[config.mk]
export PLATFORM = sky130hd
export DESIGN_NAME = elbeth_pc_unit
export DESIGN_NICKNAME = d
export VERILOG_FILES = /design/src/rtl/elbeth_pc_unit.sv
export SDC_FILE = /design/constraint.sdc
export NUM_CORES = 1
export LEC_CHECK = 0
export BUFFER_PORTS_ARGS = -buffer_cell sky130_fd_sc_hd__buf_2
export CAP_MARGIN = 20
export CORE_UTILIZATION = 35
export DETAILED_ROUTE_END_ITERATION = 8
export GPL_TIMING_DRIVEN = 0
export SYNTH_ARGS = -nofsm -noshare
export SYNTH_HDL_FRONTEND = slang
export SYNTH_SLANG_ARGS = --single-unit
[constraint.sdc]
create_clock -name clk -period 3.7 [get_ports clk]
set_clock_uncertainty 0.2 [all_clocks]
set_input_delay 0 -clock clk [delete_from_list [all_inputs] [get_ports clk]]
set_output_delay 0 -clock clk [all_outputs]
set_load 0.03 [all_outputs]
[src/rtl/elbeth_pc_unit.sv]
// Program counter unit: boot sequencing, branch/exception redirect with
// stall-safe pending capture, and optional target alignment checking.
//
// Parameters:
//   XLEN          PC and target width (16..64)
//   RESET_VECTOR  PC value loaded by reset
// Ports:
//   clk            sole clock, rising edge
//   rst            asynchronous active-low reset
//   ctrl_stall     1 = hold the PC
//   branch_taken   branch/jump redirect request, target in branch_target
//   exc_req        exception/trap redirect request, target in exc_target
//   pc             registered current fetch address
//   pc_seq         combinational pc + 4 (wraps)
//   pc_valid       registered, 1 when pc is fetchable (RUN/HOLD)
//   misaligned     registered pulse on a misaligned applied redirect
// Build option:
//   ELBETH_PC_ALIGN_CHECK_EN  when defined, applied redirect targets get
//   bits [1:0] cleared and misaligned pulses; otherwise misaligned is 0.

module elbeth_pc_unit #(
  parameter int unsigned        XLEN         = 32,
  parameter logic [XLEN-1:0]    RESET_VECTOR = '0
) (
  input  logic            clk,
  input  logic            rst,
  input  logic            ctrl_stall,
  input  logic            branch_taken,
  input  logic [XLEN-1:0] branch_target,
  input  logic            exc_req,
  input  logic [XLEN-1:0] exc_target,
  output logic [XLEN-1:0] pc,
  output logic [XLEN-1:0] pc_seq,
  output logic            pc_valid,
  output logic            misaligned
);

  localparam logic [1:0] ST_BOOT = 2'd0;
  localparam logic [1:0] ST_RUN  = 2'd1;
  localparam logic [1:0] ST_HOLD = 2'd2;

  localparam logic [1:0] SRC_NONE = 2'd0;
  localparam logic [1:0] SRC_EXC  = 2'd1;
  localparam logic [1:0] SRC_BR   = 2'd2;

  logic [1:0]      state_q, state_d;
  logic [XLEN-1:0] pc_q, pc_d;
  logic [XLEN-1:0] pend_tgt_q, pend_tgt_d;
  logic [1:0]      pend_src_q, pend_src_d;
  logic            pc_valid_q, pc_valid_d;
  logic            apply;
  logic [XLEN-1:0] redir;

  assign pc_seq = pc_q + XLEN'(4);

  always_comb begin
    state_d    = state_q;
    pc_d       = pc_q;
    pend_tgt_d = pend_tgt_q;
    pend_src_d = pend_src_q;
    apply      = 1'b0;
    redir      = pc_seq;
    case (state_q)
      ST_BOOT: begin
        state_d = ST_RUN;
      end
      ST_RUN: begin
        if (!ctrl_stall) begin
          if (exc_req) begin
            apply = 1'b1;
            redir = exc_target;
          end else if (branch_taken) begin
            apply = 1'b1;
            redir = branch_target;
          end else begin
            pc_d = pc_seq;
          end
        end else if (exc_req || branch_taken) begin
          pend_tgt_d = exc_req ? exc_target : branch_target;
          pend_src_d = exc_req ? SRC_EXC : SRC_BR;
          state_d    = ST_HOLD;
        end
      end
      ST_HOLD: begin
        if (ctrl_stall) begin
          if (exc_req) begin
            pend_tgt_d = exc_target;
            pend_src_d = SRC_EXC;
          end else if (branch_taken && pend_src_q == SRC_BR) begin
            pend_tgt_d = branch_target;
          end
        end else begin
          apply = 1'b1;
          if (exc_req)
            redir = exc_target;
          else if (branch_taken && pend_src_q == SRC_BR)
            redir = branch_target;
          else
            redir = pend_tgt_q;
          pend_src_d = SRC_NONE;
          state_d    = ST_RUN;
        end
      end
      default: begin
        state_d = ST_BOOT;
      end
    endcase
    if (apply) begin
`ifdef ELBETH_PC_ALIGN_CHECK_EN
      pc_d = {redir[XLEN-1:2], 2'b00};
`else
      pc_d = redir;
`endif
    end
    pc_valid_d = (state_d != ST_BOOT);
  end

  always_ff @(posedge clk or negedge rst) begin
    if (!rst) begin
      state_q    <= ST_BOOT;
      pc_q       <= RESET_VECTOR;
      pend_tgt_q <= '0;
      pend_src_q <= SRC_NONE;
      pc_valid_q <= 1'b0;
    end else begin
      state_q    <= state_d;
      pc_q       <= pc_d;
      pend_tgt_q <= pend_tgt_d;
      pend_src_q <= pend_src_d;
      pc_valid_q <= pc_valid_d;
    end
  end

`ifdef ELBETH_PC_ALIGN_CHECK_EN
  logic misaligned_q, misaligned_d;

  // Pulse lines up with the cycle the corrected pc is presented.
  assign misaligned_d = apply && (redir[1:0] != 2'b00);

  always_ff @(posedge clk or negedge rst) begin
    if (!rst)
      misaligned_q <= 1'b0;
    else
      misaligned_q <= misaligned_d;
  end

  assign misaligned = misaligned_q;
`else
  assign misaligned = 1'b0;
`endif

  assign pc       = pc_q;
  assign pc_valid = pc_valid_q;

endmodule

==> key figures, run 1 <==
Timing
  • Setup-failing EPs final: 0
  • Count of final max-slew check failures: 0
  • Hold WS: 0.01705 ns
  • Final Hold Viols: 0
  • Setup TNS Final: 0 ns
  • Fmax: roughly 280 MHz
  • Slew margin rel.: 42.54%
  • Fin crit share: between 90% and 100%
  • Final worst slack: between 0.09 and 0.1 ns
  • Post-route minimum period: around 3.6 ns
  • RSZ-0062 raised after global routing: no
  • Worst-margin pin slew: roughly 0.86 ns

Place
  • Setup WS pre-CTS: ~0.28 ns
  • Hpwl dp: 17.55 mm
  • Gp weighted congestion: 0.9212
  • Placed Instances: 1,048
  • IO buf count: between 100 and 150

Yosys
  • Synth Register Bits: between 60 and 70
  • Yosys warning count: 0
  • Dominant synthesized flop cell: dfrtp_1
  • Synth top area cells: dfrtp_1 (31%), a22oi_1 (9.2%), o21ai_0 (6.7%), nand2_1 (5.5%), xnor2_1 (4.4%)
  • Syn avg cell area: between 7 and 8 sq um
  • Register area share after synthesis: between 30% and 40%
  • Post-Synthesis Cells: just over 700
  • Synth unique cells: 67
  • Number of synthesized flops with an enable pin: 0
  • Synth area leader: dfrtp_1
  • Yosys top cell area share: 30.96%
  • Top-count cell post-synth: nand2_1
  • Top cells by count, synth: nand2_1 (81), o21ai_0 (75), dfrtp_1 (69)
  • Fraction of registers with async set/reset: between 90% and 100%
  • Synth Cell Area: 5577 sq um
  • Post-Syn Nets: around 780

Power
  • Leak: 3.228 nW
  • Maximum vdd drop: approximately 0.37 mV
  • Clk network pwr share: around an eighth
  • Pwr per Cell Area: approximately 830 nW/um^2
  • NetSw: roughly 3.2 mW
  • Share of power burned in registers: between 20% and 30%
  • Pint: 3.102 mW
  • Sw Share: 51.13%
  • Comb power frac: around 63%

Routing
  • Routed length per instance: between 20 and 25 microns
  • Router iterations before antenna repair: 5
  • Vias/cell: 5.940
  • Final ANT Viol Nets: 0
  • Via Count: around 6,800
  • DRC viols: 0
  • Post-Route WL: roughly 24 mm
  • 1st-iter DRT viols: 926

Flow run
  • Max-cap viol count: 0

Layout
  • Layout cells sized above 1: between 10% and 20%
  • Area grow syn2layout: 36.46%
  • Footprint of the multi-input gates: 3558 sq um
  • Finished Layout Cells: 1,144
  • Util after Layout: roughly half
  • Final-stage net count: between 1,000 and 1,500
  • ANT cells: 0
  • Sequential cell area: ~1700 sq um
  • Fillers: 1,559

Setup path
  • Crit path largest cell delay: approximately 0.7 ns
  • Setup crit start: state_q[0]
  • Crit path top cell by count: clkbuf_1
  • Cells on worst reg2reg path: 7
  • Critical Path Start Type: flop
  • R2R Path Start: state_q[0]
  • CP cell instances: inv_1, ha_1, clkbuf_1, o21ai_1, clkbuf_1, buf_1, a22oi_1
  • Crit Path Max Fanout: 10
  • Worst Path Class, Setup: reg2reg
  • Worst Path Required: 3.68 ns
  • Critical path arrival: approximately 3.6 ns
  • Worst path slowest cell: o21ai_1
  • CP endpoint kind: flop
  • R2r setup slk: 0.09 ns

Min path
  • Hold_sp: branch_target[24]
  • Worst min path class: in2reg
  • Worst Hold Depth: 5

Clock network
  • Maximum clock path buffer count: 2
  • Clock-pin slew on the worst setup and hold paths: 0.05 ns
  • Clock latency on the worst-skew pair: approximately 0.35 ns
  • Sink Count: a little under 70
  • Root Buffer: clkbuf_16
  • H-tree Lvls: 3
  • TritonCTS buffer count: 9
  • CTS tree: done
  • Setup Buffers After CTS: 0

Global route
  • GRT Util Overall: 30.17%
  • First-pass GRT wire length: between 30 and 40 mm
  • Initial antenna violation count: 0
  • Largest net degree at the start of global routing: 42
  • Vias in the first global route: approximately 6,400
  • GRT overflow: 0

Die
  • Die height: approximately 130 microns
  • Die W: 128.2 microns
  • Ports: 135
  • FP Rows: between 40 and 50
  • Die area: between 15,000 and 20,000 sq um
  • Initial core utilization: between 30 and 40%
  • CORE AREA: between 15,000 and 20,000 sq um

Status
  • Status: completed
state kept, by name (all words and copies together) (netlist names):
register,count
pc,32
pend_src_q,2
state_q,2
pc_valid,1
pend_tgt_q,32
per-layer routing:
layer  up-vias  wire length, microns  GRT usage (%)  part of all wire, %
met4         0                   991          16.12                  4.1
met3        69                  2176          4.508                  8.9
met2       380                 10930          45.02                   45
li1       3091                     -              -                    -
met1      3255                 10300          41.84                   42
met5         -                     0              0                    0
critical path, delay by kind of cell (launching register included):
family	cells	cell delay [ns]
buffers and inverters	4	1.62
adders and majority gates	1	0.26
AOI/OAI and AO/OA	2	0.93
DFF	1	0.43
cells by family (layout without fill, tap and decap cells):
family / Yosys count / count (layout) / synth area share (%)
buf+inv: 74 / 303 / 5.273
simple gates: 213 / 213 / 18.47
fa+ha+maj: 6 / 6 / 1.346
compound gates: 271 / 271 / 32.13
other cells: 1 / 1 / 0.06725
xor+xnor: 45 / 45 / 7.068
flops: 69 / 69 / 30.96
mux: 25 / 25 / 4.689
per-stage QoR:
step | total power [mW] | cell area, sq um
3_5_place_dp | 5.015 | 6531
6_report | 6.348 | 7610
5_1_grt | 6.732 | 7610
2_1_floorplan | 3.872 | 5577
4_1_cts | 6.230 | 7596
3_3_place_gp | 4.995 | 6501
worst paths after layout:
| path | end |
|---|---|
| max reg2reg | pc[28] |
| max in group asynchronous | pc[29] |
| min reg2reg | pend_tgt_q[2] |
| max | pc[28] |
| min in group asynchronous | pc[9] |
| min | pc[24] |
power by group through the flow:
stage	sequential [mW]	clock, mW	combinational (mW)
floorplan	1.74	0	2.13
CTS	1.51	0.801	3.92
finish	1.53	0.799	4.02
global placement	1.52	0	3.47
global route	1.57	0.840	4.32
detailed placement	1.53	0	3.49
cells in the final DEF, fill, tap and decap left out, drive strengths merged, types with 11 or more instances in the layout:
cell / n
buf: 147
nand2: 81
dlygate4sd3: 79
o21ai: 76
dfrtp: 69
a22oi: 68
clkbuf: 62
nor2: 46
a21oi: 41
xnor2: 28
nand3: 25
xor2: 17
mux2i: 16
nor3: 15
nand4: 11
inv: 11
area by class of cell:
class | count | area share [%]
inverters | 13 | 0.6412
repair buffers | 213 | 19.73
clock inverters | 2 | 0.1315
clock buffers | 14 | 3.206
plain buffers | 61 | 3.371
well taps | 211 | 3.469
flip-flops and latches | 69 | 22.69
multi-input cells | 561 | 46.76
repair_timing:
action / in CTS / in global routing
gates resized for setup: 0 / 14
hold buffers: 80 / 0
endpoints found under the hold margin: 121 / 0
endpoints found under the setup margin: 0 / 15
No activity file was read; power rests on OpenSTA's default activity.
==> run 2, diff against run 1 <==
MAX_ROUTING_LAYER = met4   (was unset)
==> run 2 against run 1 <==
Count of clock-buffer cells in the layout stayed put. Die area stayed put. Final cell count stayed put. Setup slack hardly changed. Fmax hardly changed. Via count is 0.18% lower. Critical path depth stayed put. Sequential power hardly changed. Critical endpoint unchanged. Flip-flop and latch count stayed put. Cell area hardly changed.
==> key figures, run 2 (synthesis results as in run 1) <==
Global route
  • Busiest layer in global routing: met2 (unchanged)
  • Largest net degree at the start of global routing: 42 (unchanged)
  • Met3 usage in global routing: 4.382% (was 4.508%)
  • Vias in the first global route: 6,389 (was 6,395)
  • Met1 usage: 42.11% (was 41.84%)
  • GRT overflow: 0 (unchanged)
  • First-pass GRT wire length: 37.14 mm (about the same)
  • Met2 Usage GRT: 45.02% (unchanged)
  • Initial antenna violation count: 0 (unchanged)
  • GRT Util Overall: 31.11% (was 30.17%)

Layout
  • Most frequent cells in the layout: buf_2 (134), nand2_1 (81), dlygate4sd3_1 (79) (was buf_2 (135), nand2_1 (81), dlygate4sd3_1 (79))
  • Layout cells sized above 1: 19.19% (unchanged)
  • ANT cells: 0 (unchanged)
  • Util after Layout: 49.52% (was 49.51%)
  • Fin area: 7612 sq um (was 7610 sq um)
  • Final-stage net count: 1,003 (unchanged)
  • Footprint of the multi-input gates: 3558 sq um (unchanged)
  • Fillers: 1,559 (unchanged)
  • Area grow syn2layout: 36.50% (was 36.46%)
  • Most common library cell in the layout ignoring fill and taps: buf_2 (unchanged)
  • Sequential cell area: 1727 sq um (unchanged)

Timing
  • Worst-margin pin slew: 0.8770 ns (was 0.8619 ns)
  • Fin crit share: 97.48% (was 97.50%)
  • Final worst slack: 0.09307 ns (was 0.09260 ns)
  • Slew margin rel.: 41.53% (was 42.54%)
  • Post-route minimum period: 3.607 ns (about the same)
  • Fmax: 277.2 MHz (about the same)
  • Setup TNS Final: 0 ns (unchanged)
  • Count of final max-slew check failures: 0 (unchanged)
  • RSZ-0062 raised after global routing: no (unchanged)
  • Setup-failing EPs final: 0 (unchanged)
  • Final Hold Viols: 0 (unchanged)

Routing
  • DRC viols: 0 (unchanged)
  • Routed length per instance: 21.33 microns (about the same)
  • Router iterations before antenna repair: 7 (was 5)
  • Via Count: 6,783 (was 6,795)
  • Final ANT Viol Nets: 0 (unchanged)
  • 1st-iter DRT viols: 832 (was 926)
  • Vias/cell: 5.929 (was 5.940)
  • Post-Route WL: 24.40 mm (about the same)

Place
  • IO buf count: 132 (unchanged)
  • Hpwl dp: 17.55 mm (unchanged)
  • Setup WS pre-CTS: 0.2807 ns (unchanged)
  • Placed cell areas: 6531 sq um (unchanged)
  • Gp weighted congestion: 0.9374 (was 0.9212)

Clock network
  • H-tree Lvls: 3 (unchanged)
  • TritonCTS buffer count: 9 (unchanged)
  • Maximum clock path buffer count: 2 (unchanged)
  • Clock latency on the worst-skew pair: 0.35 ns (about the same)
  • Sink Count: 69 (unchanged)
  • Root Buffer: clkbuf_16 (unchanged)
  • CTS tree: done (unchanged)
  • Setup Buffers After CTS: 0 (unchanged)
  • Clock-pin slew on the worst setup and hold paths: 0.05 ns (about the same)

Power
  • Share of power burned in registers: 24.0% (was 24.1%)
  • Clk network pwr share: 12.7% (was 12.6%)
  • Leak: 3.228 nW (about the same)
  • Maximum vdd drop: 0.3693 mV (was 0.3691 mV)
  • Pint: 3.104 mW (was 3.102 mW)
  • NetSw: 3.256 mW (was 3.246 mW)
  • Sw Share: 51.19% (was 51.13%)
  • Comb power frac: 63.3% (about the same)
  • Pwr per Cell Area: 835.5 nW/um^2 (was 834.2 nW/um^2)

Setup path
  • Crit Path Max Fanout: 10 (unchanged)
  • Worst Path Class, Setup: reg2reg (unchanged)
  • Critical Path Start Type: flop (unchanged)
  • Crit path top cell by count: clkbuf_1 (unchanged)
  • CP cell instances: inv_1, ha_1, clkbuf_1, o21ai_1, clkbuf_1, buf_1, a22oi_1 (unchanged)
  • Crit path largest cell delay: 0.74 ns (was 0.72 ns)
  • Critical path arrival: 3.60 ns (was 3.59 ns)
  • CP endpoint kind: flop (unchanged)
  • Worst path slowest cell: o21ai_1 (unchanged)
  • Worst Path Required: 3.69 ns (was 3.68 ns)

Die
  • Initial core utilization: 36.28% (unchanged)
  • Die area: 16,440 sq um (unchanged)
  • Ports: 135 (unchanged)
  • FP Rows: 45 (unchanged)
  • CORE AREA: 15,370 sq um (unchanged)
  • Die W: 128.2 microns (unchanged)
  • Die height: 128.2 microns (unchanged)

Flow run
  • Max-cap viol count: 0 (unchanged)

Status
  • Status: completed (unchanged)

Min path
  • Worst min path class: in2reg (unchanged)
-- run 2: metrics by stage --
stage	hold WS (ns)	cells	total power [mW]
2_1_floorplan	-0.4956	704	3.872
3_3_place_gp	0.05619	1047	4.995
3_5_place_dp	-0.2313	1048	5.015
4_1_cts	0.003140	1144	6.230
5_1_grt	0.05826	1144	6.735
6_report	0.01175	1144	6.360
-- run 2: timing repair --
action	4_1_cts	5_1_grt
setup endpoints to repair	0	15
endpoints found under the hold margin	121	0
gates resized for setup	0	15
hold buffers	80	0
-- run 2: worst paths after layout --
check / from / end / slack (ns) / cells after the start
setup reg to reg: state_q[0] / pc[28] / 0.09 / 7
hold reg to reg: pend_tgt_q[30] / pend_tgt_q[30] / 0.29 / 1
max in group asynchronous: rst / pc[29] / 2.55 / 4
hold / removal: ctrl_stall / state_q[0] / 0.01 / 4
min in group asynchronous: rst / pc[9] / 0.50 / 4
setup / recovery: state_q[0] / pc[28] / 0.09 / 7
-- run 2: worst max-delay path, delay by kind of cell, from the launching register on --
kind | cells | cell delay, ns
AO/OA/AOI/OAI | 2 | 0.94
adder cells (fa/ha/maj) | 1 | 0.26
buffers and inverters | 4 | 1.61
flip-flops | 1 | 0.43
-- run 2: final cells by class --
type                    count  share of cell area (%)
multi-input cells         561                   46.75
flip-flops and latches     69                   22.68
repair buffers            213                   19.72
well taps                 211                   3.468
plain buffers              61                   3.402
clock buffers              14                   3.205
inverters                  13                  0.6410
clock inverters             2                  0.1315
-- run 2: routing by layer --
| metal | vias to the layer above | wire length, microns |
|---|---|---|
| met4 | 0 | 1051 |
| li1 | 3092 | - |
| met1 | 3201 | 10340 |
| met2 | 403 | 10820 |
| met3 | 87 | 2189 |
| met5 | - | 0 |
-- run 2: power groups by stage --
stage	registers (mW)	logic, mW	clock network [mW]
2_1_floorplan	1.74	2.13	0
3_3_place_gp	1.52	3.47	0
3_5_place_dp	1.53	3.49	0
4_1_cts	1.51	3.92	0.801
5_1_grt	1.57	4.32	0.840
6_report	1.53	4.02	0.808
